[config.mk]
export PLATFORM = sky130hd
export DESIGN_NAME = mux_2to1_arbiter_flat
export DESIGN_NICKNAME = d
export VERILOG_FILES = /design/src/rtl/mux_2to1_arbiter_if.sv /design/src/rtl/mux_2to1_arbiter.sv /design/src/flat_wrapper.sv
export SDC_FILE = /design/constraint.sdc
export NUM_CORES = 1
export LEC_CHECK = 0
export CORE_MARGIN = 2
export CORE_UTILIZATION = 35
export DETAILED_ROUTE_END_ITERATION = 7
export GPL_ROUTABILITY_DRIVEN = 1
export MAX_ROUTING_LAYER = met4
export PLACE_DENSITY = 0.7
export SETUP_SLACK_MARGIN = 0.2
export SKIP_CTS_REPAIR_TIMING = 1
export SYNTH_ARGS = -nofsm -noshare
export SYNTH_HDL_FRONTEND = slang
export SYNTH_SLANG_ARGS = --single-unit
[constraint.sdc]
create_clock -name clk -period 5.08 [get_ports clk]
set_clock_uncertainty 0.05 [all_clocks]
set_input_delay 0.508 -clock clk [delete_from_list [all_inputs] [get_ports clk]]
set_output_delay 0.508 -clock clk [all_outputs]
set_load 0.03 [all_outputs]
[src/rtl/mux_2to1_arbiter_if.sv]
// Bundle of the two requester handshakes, the registered output handshake
// and the arbiter status signals (sel, busy) for mux_2to1_arbiter.
// slave  : arbiter side (drives ready_a/ready_b, out, out_valid, sel, busy).
// master : environment side (drives requester data/valids and out_ready).
interface mux_2to1_arbiter_if #(
  parameter int WIDTH = 4
);
  logic [WIDTH-1:0] a;
  logic             valid_a;
  logic             ready_a;
  logic [WIDTH-1:0] b;
  logic             valid_b;
  logic             ready_b;
  logic [WIDTH-1:0] out;
  logic             out_valid;
  logic             out_ready;
  logic             sel;
  logic             busy;

  modport slave (
    input  a, valid_a, b, valid_b, out_ready,
    output ready_a, ready_b, out, out_valid, sel, busy
  );

  modport master (
    output a, valid_a, b, valid_b, out_ready,
    input  ready_a, ready_b, out, out_valid, sel, busy
  );
endinterface

[src/rtl/mux_2to1_arbiter.sv]
// mux_2to1_arbiter: round-robin arbiter owning the select of a 2-to-1 data
// mux. One requester is granted at a time for bursts of up to HOLD_MAX beats;
// the selected beat is registered into a single-entry output stage with its
// own valid/ready handshake.
//
// Optional build macro: MUX_ARB_FIXED_PRIO_EN
//   defined   -> no round-robin pointer; an IDLE tie always grants A.
//   undefined -> round-robin pointer decides IDLE ties (default).
module mux_2to1_arbiter #(
  parameter int WIDTH    = 4,
  parameter int HOLD_MAX = 4   // legal range 1..15
) (
  input  logic                  clk,
  input  logic                  reset,
  mux_2to1_arbiter_if.slave     bus
);

  typedef enum logic [1:0] {
    ST_IDLE    = 2'd0,
    ST_GRANT_A = 2'd1,
    ST_GRANT_B = 2'd2
  } state_e;

  localparam logic [3:0] HOLD_MAX_C = 4'(HOLD_MAX);

  state_e           state_q, state_d;
  logic [3:0]       count_q, count_d;
  logic             sel_q, sel_d;
  logic [WIDTH-1:0] out_q, out_d;
  logic             out_valid_q, out_valid_d;

  logic             space_s;
  logic             ready_a_s;
  logic             ready_b_s;
  logic             acc_a_s;
  logic             acc_b_s;
  logic [3:0]       count_inc_s;
  logic             enter_a_s;
  logic             enter_b_s;
  logic             tie_b_s;   // 1: an IDLE tie goes to B

`ifdef MUX_ARB_FIXED_PRIO_EN
  assign tie_b_s = 1'b0;
`else
  logic ptr_q, ptr_d;        // 0: A wins next tie, 1: B wins next tie
  assign tie_b_s = ptr_q;
`endif

  // Output stage can take a beat when empty or being drained this cycle.
  assign space_s     = !out_valid_q | bus.out_ready;
  assign ready_a_s   = (state_q == ST_GRANT_A) & space_s;
  assign ready_b_s   = (state_q == ST_GRANT_B) & space_s;
  assign acc_a_s     = bus.valid_a & ready_a_s;
  assign acc_b_s     = bus.valid_b & ready_b_s;
  assign count_inc_s = count_q + 4'd1;

  assign bus.ready_a   = ready_a_s;
  assign bus.ready_b   = ready_b_s;
  assign bus.out       = out_q;
  assign bus.out_valid = out_valid_q;
  assign bus.sel       = sel_q;
  assign bus.busy      = (state_q != ST_IDLE);

  // Next-state, burst counter, select and output-stage computation.
  always_comb begin
    state_d     = state_q;
    count_d     = count_q;
    sel_d       = sel_q;
    out_d       = out_q;
    out_valid_d = out_valid_q;
    enter_a_s   = 1'b0;
    enter_b_s   = 1'b0;

    // Output stage: load the accepted beat, else drain on out_ready.
    if (acc_a_s) begin
      out_d       = bus.a;
      out_valid_d = 1'b1;
    end else if (acc_b_s) begin
      out_d       = bus.b;
      out_valid_d = 1'b1;
    end else if (bus.out_ready) begin
      out_valid_d = 1'b0;
    end else begin
      out_valid_d = out_valid_q;
    end

    case (state_q)
      ST_IDLE: begin
        if (bus.valid_a && bus.valid_b) begin
          if (tie_b_s) begin
            enter_b_s = 1'b1;
          end else begin
            enter_a_s = 1'b1;
          end
        end else if (bus.valid_a) begin
          enter_a_s = 1'b1;
        end else if (bus.valid_b) begin
          enter_b_s = 1'b1;
        end else begin
          count_d = 4'd0;
        end
      end

      ST_GRANT_A: begin
        if (acc_a_s) begin
          if (count_inc_s == HOLD_MAX_C) begin
            // Burst limit reached: hand over if B waits, else restart or stop.
            if (bus.valid_b) begin
              enter_b_s = 1'b1;
            end else if (bus.valid_a) begin
              count_d = 4'd0;
            end else begin
              state_d = ST_IDLE;
              count_d = 4'd0;
            end
          end else begin
            count_d = count_inc_s;
          end
        end else if (!bus.valid_a) begin
          // Early release by A.
          if (bus.valid_b) begin
            enter_b_s = 1'b1;
          end else begin
            state_d = ST_IDLE;
            count_d = 4'd0;
          end
        end else begin
          // A waiting on backpressure: freeze state and count.
          count_d = count_q;
        end
      end

      ST_GRANT_B: begin
        if (acc_b_s) begin
          if (count_inc_s == HOLD_MAX_C) begin
            if (bus.valid_a) begin
              enter_a_s = 1'b1;
            end else if (bus.valid_b) begin
              count_d = 4'd0;
            end else begin
              state_d = ST_IDLE;
              count_d = 4'd0;
            end
          end else begin
            count_d = count_inc_s;
          end
        end else if (!bus.valid_b) begin
          if (bus.valid_a) begin
            enter_a_s = 1'b1;
          end else begin
            state_d = ST_IDLE;
            count_d = 4'd0;
          end
        end else begin
          count_d = count_q;
        end
      end

      default: begin
        state_d = ST_IDLE;
        count_d = 4'd0;
      end
    endcase

    // Entering a grant always restarts the burst and moves the mux select.
    if (enter_a_s) begin
      state_d = ST_GRANT_A;
      count_d = 4'd0;
      sel_d   = 1'b0;
    end else if (enter_b_s) begin
      state_d = ST_GRANT_B;
      count_d = 4'd0;
      sel_d   = 1'b1;
    end else begin
      sel_d   = sel_q;
    end
  end

  // Arbiter state, burst counter, select and output stage registers.
  always_ff @(posedge clk) begin
    if (reset) begin
      state_q     <= ST_IDLE;
      count_q     <= 4'd0;
      sel_q       <= 1'b0;
      out_q       <= '0;
      out_valid_q <= 1'b0;
    end else begin
      state_q     <= state_d;
      count_q     <= count_d;
      sel_q       <= sel_d;
      out_q       <= out_d;
      out_valid_q <= out_valid_d;
    end
  end

`ifndef MUX_ARB_FIXED_PRIO_EN
  // Round-robin pointer: after granting one requester, favour the other.
  always_comb begin
    if (enter_a_s) begin
      ptr_d = 1'b1;
    end else if (enter_b_s) begin
      ptr_d = 1'b0;
    end else begin
      ptr_d = ptr_q;
    end
  end

  // Round-robin pointer register, A favoured out of reset.
  always_ff @(posedge clk) begin
    if (reset) begin
      ptr_q <= 1'b0;
    end else begin
      ptr_q <= ptr_d;
    end
  end
`endif

endmodule

[src/flat_wrapper.sv]
// flat-port wrapper written by rule: the top's interface ports become plain ports
module mux_2to1_arbiter_flat 
#(
  parameter int WIDTH    = 4,
  parameter int HOLD_MAX = 4                       
)
  (clk, reset, bus_a, bus_valid_a, bus_b, bus_valid_b, bus_out_ready, bus_ready_a, bus_ready_b, bus_out, bus_out_valid, bus_sel, bus_busy);
  mux_2to1_arbiter_if #(.WIDTH(WIDTH)) bus_i ();
  input  logic clk;
  input  logic reset;
  input wire logic [$bits(bus_i.a)-1:0] bus_a;
  input wire logic [$bits(bus_i.valid_a)-1:0] bus_valid_a;
  input wire logic [$bits(bus_i.b)-1:0] bus_b;
  input wire logic [$bits(bus_i.valid_b)-1:0] bus_valid_b;
  input wire logic [$bits(bus_i.out_ready)-1:0] bus_out_ready;
  output wire logic [$bits(bus_i.ready_a)-1:0] bus_ready_a;
  output wire logic [$bits(bus_i.ready_b)-1:0] bus_ready_b;
  output wire logic [$bits(bus_i.out)-1:0] bus_out;
  output wire logic [$bits(bus_i.out_valid)-1:0] bus_out_valid;
  output wire logic [$bits(bus_i.sel)-1:0] bus_sel;
  output wire logic [$bits(bus_i.busy)-1:0] bus_busy;
  assign bus_i.a = bus_a;
  assign bus_i.valid_a = bus_valid_a;
  assign bus_i.b = bus_b;
  assign bus_i.valid_b = bus_valid_b;
  assign bus_i.out_ready = bus_out_ready;
  assign bus_ready_a = bus_i.ready_a;
  assign bus_ready_b = bus_i.ready_b;
  assign bus_out = bus_i.out;
  assign bus_out_valid = bus_i.out_valid;
  assign bus_sel = bus_i.sel;
  assign bus_busy = bus_i.busy;
  mux_2to1_arbiter #(.WIDTH(WIDTH), .HOLD_MAX(HOLD_MAX)) u_core (.clk(clk), .reset(reset), .bus(bus_i));
endmodule
After elaboration in Yosys (flattened, before gate mapping)
Index checks and enable logic that the tools add are counted.
- output and inout port bits: 9
- bits of input ports: 13
- bits in registers: 13
- logic and storage cells: 78
- equal/unequal tests: 11
- add/sub/neg operators: 1
- multiplexer cells: 42
- reductions and logical operators: 12
- bitwise gates (word level): 5
- operators with widths (kind ; number):
    $mux 4 ; 11
    $mux 1 ; 18
    $mux 2 ; 9
    $pmux 4 s3 ; 1
    $ne 5x5->1 const B ; 2
    $ne 4x4->1 const B ; 2
    $pmux 2 s3 ; 1
    $reduce_and 3->1 ; 2
    $reduce_bool 2->1 ; 3
    $add 4x1->4 const B ; 1
    $and 1x1->1 ; 4
    $eq 4x3->1 const B ; 1
    $pmux 1 s2 ; 2
    $ne 3x1->1 const B ; 1
    $ne 3x2->1 const B ; 1
    $reduce_bool 3->1 ; 1
    $reduce_or 3->1 ; 1
    $eq 2x1->1 const B ; 1
    $eq 2x2->1 const B ; 1
    $logic_not 2->1 ; 1
    $ne 2x1->1 const B ; 1
    $ne 2x2->1 const B ; 1
    $reduce_and 2->1 ; 1
    $reduce_or 2->1 ; 1
    other kinds (3) ; 3

Logic depth before layout (Yosys ltp)
- depth after elaboration: 8
- depth in mapped cells: 8
- depth with buffers taken out: 8

Worst setup path before layout
No wires, ideal clock.
- path kind: register -> register
- start: register u_core.state_q[0]
- end: register u_core.count_q[3]
- buffers on the path: 0
- cell stages (with the launch flop): 9
- data required time: 4957 ps
- path slack: 3211 ps
- clock period less this slack: 1869 ps
- setup time: 73 ps
- data arrival time: 1746 ps
- cell sequence: dfxtp_1 > inv_1 > ha_1 > inv_1 > o21ai_1 > a21o_1 > a211oi_4 > nand2_2 > nor3_2
- word-level cells in the longest chain between the ends: 6
- elaborated cells on any way between the ends: 18
- classes of those cells: 4 x eq/ne; 7 x mux; 4 x bitwise; 3 x reduce/logical
- RTL lines (what ; line ; text):
    from (decl) ; mux_2to1_arbiter.sv:26 ; state_e state_q, state_d;
    from (signal assigned) ; mux_2to1_arbiter.sv:188 ; state_q <= state_d;
    $eq 2x1->1 / $eq 2x2->1 (equally long branches) ; mux_2to1_arbiter.sv:51, mux_2to1_arbiter.sv:87, mux_2to1_arbiter.sv:52 ;
    $and 1x1->1, on equally long branches ; mux_2to1_arbiter.sv:51, mux_2to1_arbiter.sv:52 ;
    $and 1x1->1, on equally long branches ; mux_2to1_arbiter.sv:53, mux_2to1_arbiter.sv:54 ;
    $mux 1, on equally long branches ; mux_2to1_arbiter.sv:105, mux_2to1_arbiter.sv:134 ;
    $pmux 1 s2 ; mux_2to1_arbiter.sv:87 ; case (state_q)
    $reduce_or 3->1 (no source line) ; - ;
    to (signal assigned) ; mux_2to1_arbiter.sv:189 ; count_q <= count_d;
    to (decl) ; mux_2to1_arbiter.sv:27 ; logic [3:0] count_q, count_d;
Parallel ways exist; a longest one is shown, timed or not.
A chain may end at the register's enable or synchronous reset.

Final worst setup path
- start: input port bus_out_ready
- end: output port bus_ready_b
- word-level cells in the longest chain between the ends: 2
- RTL lines (what ; line ; text):
    from (decl) ; flat_wrapper.sv:15 ; input wire logic [$bits(bus_i.out_ready)-1:0] bus_out_ready;
    $or 1x1->1 ; mux_2to1_arbiter.sv:50 ; assign space_s = !out_valid_q | bus.out_ready;
    $and 1x1->1 ; mux_2to1_arbiter.sv:52 ; assign ready_b_s = (state_q == ST_GRANT_B) & space_s;
    to (decl) ; flat_wrapper.sv:17 ; output wire logic [$bits(bus_i.ready_b)-1:0] bus_ready_b;
No other way between the ends.

==> impl_metrics.env <==
export IMPL_synth_cell_types=52
export IMPL_timing_rr_start="u_core.state_q[0]"
export IMPL_clock_path_buffers=2
export IMPL_drc_errors=0
export IMPL_yosys_warnings=0
export IMPL_first_pass_iters=4
export IMPL_ys_ff_latch=13
export IMPL_grt_util_met2_pct=24.8
export IMPL_insertion_delay_ns=0.28
export IMPL_pwr_share_seq_pct=37.4
export IMPL_rrSetupSlack_ns=2.99
export IMPL_core_um2=2980
export IMPL_drtAntennaViolNets=0
export IMPL_numPortBuffers=21
export IMPL_layout_commonest_cell="clkdlybuf4s50_1"
export IMPL_grt_overflow_total=0
export IMPL_whs_ns=0.438
export IMPL_path_cells="clkdlybuf4s50_1, nand2b_1, and2_1, clkdlybuf4s50_1"
export IMPL_tns_ns=0
export IMPL_busiest_layer="met2"
export IMPL_setup_violations=0
export IMPL_antenna_cells=0
export IMPL_grt_util_met3_pct=2.18
export IMPL_ff_latch_area_um2=260
export IMPL_drtIter0Drc=23
export IMPL_pin_count=22
export IMPL_r2r_end="u_core.count_q[2]"
export IMPL_root_buffer="clkbuf_4"
export IMPL_cts_buffers=3
export IMPL_syn_instance_count=130
export IMPL_drv_slew=0
export IMPL_place_gp_congestion=0.875
export IMPL_drive_gt1_share_pct=14.6
export IMPL_ys_flop_type="dfxtp_1"
export IMPL_wirelength_um=2410
export IMPL_fmax_ghz=0.375
export IMPL_ys_seq_area_share_pct=24.3
export IMPL_die_area_um2=3520
export IMPL_worst_pin_slew_ns=0.456
export IMPL_dp_cells=180
export IMPL_powerDensity_nw_per_um2=243
export IMPL_die_width_um=59.4
export IMPL_cts_tree="done"
export IMPL_final_cell_mix="21 x clkdlybuf4s50_1, 13 x dfxtp_1, 12 x nand2_1"
export IMPL_crit_buf_inv=2
export IMPL_maxSlewHeadroom_pct=69.5
export IMPL_end_kind="output pin"
export IMPL_row_count=20
export IMPL_cts_clk_slew_worst_paths_ns=0.08
export IMPL_cp_start_kind="input pin"
export IMPL_finish_instance_area_um2=1330
export IMPL_syn_area_um2=1070
export IMPL_met1_usage_pct=18.7
export IMPL_switching_share_pct=38.2
export IMPL_crit_top_cell="clkdlybuf4s50_1"
export IMPL_ys_async_sr_fraction_pct=0
export IMPL_power_frac_comb_pct=42.3
export IMPL_grtUsageTotal_pct=15.5
export IMPL_start_util_pct=36.0
export IMPL_reg2reg_depth=8
export IMPL_worstHoldPathCells=1
export IMPL_p_clk_share_pct=20.2
export IMPL_hold_viol_final=0
export IMPL_hold_end="u_core.bus.sel"
export IMPL_nFillCells=294
export IMPL_hp_class="flop to flop"
export IMPL_worstHoldStart="u_core.bus.sel"
export IMPL_fin_crit_sh_pct=52.5
export IMPL_synth_edff_count=0
export IMPL_slowest_delay_ns=0.69
export IMPL_h_tree_depth=1
export IMPL_antenna_found_initial=0
export IMPL_cp_required_ns=4.52
export IMPL_layout_nets=171
export IMPL_fin_cells=184
export IMPL_placed_cell_area_um2=1300
export IMPL_ir_drop_v=0.000131
export IMPL_path_max_fanout=8
export IMPL_multi_input_area_um2=766
export IMPL_avgRoutedWirePerCell_um=13.1
export IMPL_grt_max_degree=15
export IMPL_period_needed_ns=2.67
export IMPL_arrival_ns=2.11
export IMPL_grt_first_pass_wirelength_um=4080
export IMPL_fin_ws_ns=2.41
export IMPL_p_sw_mw=0.123
export IMPL_path_delay_family="buffers and inverters"
export IMPL_rsz0062_at_grt="no"
export IMPL_p_int_mw=0.199
export IMPL_pre_cts_slack_ns=2.45
export IMPL_avgSynthCellArea_um2=8.25
export IMPL_vias=1015
export IMPL_dp_hpwl_um=1850
export IMPL_status="finished clean"
export IMPL_p_leak_nw=0.455
export IMPL_cts_sinks=13
export IMPL_maxCapViolations=0
export IMPL_synth_nets=149
export IMPL_viasPerCell=5.52
export IMPL_syn_to_final_growth_pct=23.7
export IMPL_grt_pass1_vias=951
export IMPL_die_y_um=59.4
export IMPL_crit_slowest_cell="clkdlybuf4s50_1"
export IMPL_path_class="input pin to output pin"
metrics by stage:
stage / util (%) / power [mW]
global route: 44.5 / 0.343
global placement: 43.7 / 0.257
CTS: 44.5 / 0.327
floorplan: - / 0.214
finish: 44.5 / 0.322
detailed placement: 43.7 / 0.259
cell usage after synthesis (2+ instances only):
cell type  number  area, um^2
dfxtp_1        13         260
nand2_1        12        45.0
nor2_1         11        41.3
a21oi_1         7        35.0
ha_1            6        75.1
inv_1           6        22.5
a211oi_1        4        30.0
mux2i_1         4        40.0
nand2b_1        4        25.0
nand3_1         4        20.0
o21ai_1         4        20.0
nand4_1         3        18.8
nor2b_1         3        18.8
nor3_2          3        30.0
o21ai_0         3        15.0
a21o_1          2        15.0
and2_1          2        12.5
clkbuf_1        2        7.51
nand4b_1        2        17.5
nor3_1          2        10.0
o21ai_2         2        17.5
worst max-delay path by stage:
stage / start / end / slack (ns) / cells after the start
floorplan: u_core.state_q[0] / u_core.count_q[3] / 3.21 / 8
global placement: bus_out_ready / bus_ready_a / 2.46 / 4
detailed placement: bus_out_ready / bus_ready_b / 2.45 / 4
CTS: bus_out_ready / bus_ready_b / 2.42 / 4
global route: bus_out_ready / bus_ready_a / 2.34 / 4
finish: bus_out_ready / bus_ready_b / 2.41 / 4
logic make-up (layout without fill, tap and decap cells):
group | count (synthesis) | count (layout) | synth area share (%)
xor gates and xnor gates | 2 | 2 | 1.63
DFF | 13 | 13 | 24.3
muxes | 4 | 4 | 3.73
adders and majority gates | 6 | 6 | 7.00
buffers and inverters | 10 | 31 | 4.32
AOI/OAI and AO/OA | 39 | 39 | 28.8
and+or+nand+nor | 56 | 56 | 30.2
area by class of cell:
type                    instances  share of cell area (%)
clock buffers                   4                    1.98
inverters                       6                    1.70
multi-input cells             107                    57.7
flip-flops and latches         13                    19.6
well taps                      33                    3.11
repair buffers                 21                    15.8
registers in the layout (all words and copies together), names as in the netlist:
name                  flops
u_core.count_q            4
u_core.state_q            2
u_core.bus.out            4
u_core.ptr_q              1
u_core.bus.sel            1
u_core.bus.out_valid      1
per-layer routing:
metal / vias to the layer above / share of wire [%]
li1: 511 / -
met1: 473 / 48
met2: 24 / 47
met3: 7 / 3.2
met4: 0 / 1.9
met5: - / 0
power by group through the flow:
stage          Clock, mW  Sequential (mW)  Combinational, mW
3_3_place_gp           0            0.122              0.135
4_1_cts           0.0694            0.121              0.137
3_5_place_dp           0            0.123              0.135
2_1_floorplan          0            0.133             0.0805
6_report          0.0652            0.121              0.137
5_1_grt           0.0736            0.122              0.147
(Power assumes the default switching activity.)
==> variant (same settings) <==
Reset style: asynchronous (`reset`), changed in 2 clocked blocks.
--- a/src/rtl/mux_2to1_arbiter.sv
+++ b/src/rtl/mux_2to1_arbiter.sv
@@ -177,7 +177,7 @@
   end
 
   // Arbiter state, burst counter, select and output stage registers.
-  always_ff @(posedge clk) begin
+  always_ff @(posedge clk or posedge reset) begin
     if (reset) begin
       state_q     <= ST_IDLE;
       count_q     <= 4'd0;
@@ -206,7 +206,7 @@
   end
 
   // Round-robin pointer register, A favoured out of reset.
-  always_ff @(posedge clk) begin
+  always_ff @(posedge clk or posedge reset) begin
     if (reset) begin
       ptr_q <= 1'b0;
     end else begin
Function: differs if reset is asserted again (counterexample within 4 cycles, from zero or initial values and one cycle with reset high); with reset held inactive, the same outputs for 10 cycles.
==> variant against the original RTL <==
  * First-iteration DRC count is 48% higher
  * Synthesized area down 7.5%
  * Worst setup slack got worse by 0.0038 ns
  * Routed wire length increased by 3.5%
  * Final area fell by 5.8%
  * Sequential cell count stayed put
  * Critical endpoint is now bus_ready_a
  * Final cell count shrank 7.6%
Power is not compared: it rests on default switching activity, and its combinational part moved more than twofold at a synthesized area within 25%.
==> variant: results (changes against the original RTL) <==
{| class="wikitable"
! Metric !! Value
|-
| Routed met2 length || 1.19 mm (was 1.13 mm)
|-
| GR met3 Demand/Resource || 0.0159 (was 0.0218)
|-
| Compound-gate portion of the synthesized area || 0.265 (was 0.288)
|-
| DR WL/cell || 14.7 µm (was 13.1 µm)
|-
| Final layout net count || 159 (was 171)
|-
| Vias post-DR || 971 (was 1015)
|-
| Storage element area || 325 µm² (was 260 µm²)
|-
| Worst hold slack || 0.468 ns (was 0.438 ns)
|-
| Maximum number of pins on one net before global-route repair || 14 (was 15)
|-
| DRC marker count from the first detailed-route iteration || 34 (was 23)
|-
| Share of layout cells above drive strength 1 || 0.0360 (was 0.146)
|-
| Part of the Yosys area used for sequential elements || 0.328 (was 0.243)
|-
| End of the worst register-to-register path || u_core.count_q[1] (was u_core.count_q[2])
|-
| Status || finished clean (unchanged)
|-
| Beginning of the worst hold path || u_core.ptr_q (was u_core.bus.sel)
|-
| Vias in the first global route || 996 (was 951)
|-
| Total nets after synthesis || 137 (was 149)
|-
| Area used by multi-input combinational logic || 614 µm² (was 766 µm²)
|-
| Met2 GRT Util || 0.281 (was 0.248)
|-
| Portion of the layout cell area used by non-clock buffers || 0.168 (was 0.158)
|-
| Worst slack after detailed placement || 2.41 ns (was 2.45 ns)
|-
| Met1 track demand over resource || 0.224 (was 0.187)
|-
| Wire length of the first global-routing pass || 4.38 mm (was 4.08 mm)
|-
| Launch instance of the worst register-to-register path || u_core.count_q[0] (was u_core.state_q[0])
|-
| GP Congestion || 0.865 (was 0.875)
|-
| Proportion of register bits with asynchronous set or reset after synthesis || 1.00 (was 0)
|-
| Number of filler instances in the final layout || 259 (was 294)
|-
| Hold EP || u_core.ptr_q (was u_core.bus.sel)
|-
| Gr usage total || 0.172 (was 0.155)
|-
| Most frequent cells after synthesis || sky130_fd_sc_hd__a21oi_1, sky130_fd_sc_hd__dfrtp_1, sky130_fd_sc_hd__inv_1, sky130_fd_sc_hd__nand2_1, sky130_fd_sc_hd__nor2_1 (was sky130_fd_sc_hd__dfxtp_1, sky130_fd_sc_hd__nand2_1, sky130_fd_sc_hd__nor2_1, sky130_fd_sc_hd__a21oi_1)
|-
| Fin crit period || 2.67 ns (about the same)
|-
| Per-cell via count in the routed design || 5.71 (was 5.52)
|-
| Critical path fanouts, max || 10 (was 8)
|-
| Number of cells in the design after placement || 166 (was 180)
|-
| Cell count after synthesis || 118 (was 130)
|-
| Transition time at the pin with the least slew margin || 0.568 ns (was 0.456 ns)
|}
[variant: cell count changes in the layout (fill, tap and decap cells not counted), moves of 3 or more]
| cell | change |
|---|---|
| sky130_fd_sc_hd__a21oi_1 | +6 |
| sky130_fd_sc_hd__dfrtp_1 | +13 |
| sky130_fd_sc_hd__dfxtp_1 | -13 |
| sky130_fd_sc_hd__inv_1 | +3 |
| sky130_fd_sc_hd__nand2_1 | -4 |
| sky130_fd_sc_hd__nand4_1 | -3 |
| sky130_fd_sc_hd__nor2_1 | -3 |
| sky130_fd_sc_hd__nor3_2 | -3 |
| sky130_fd_sc_hd__o211ai_1 | +3 |
[variant: worst max-delay path, stage by stage]
cell and delay [ns]:
sky130_fd_sc_hd__clkdlybuf4s50_1 0.45, sky130_fd_sc_hd__nand2b_1 0.29, sky130_fd_sc_hd__and2_1 0.20, sky130_fd_sc_hd__clkdlybuf4s50_1 0.67
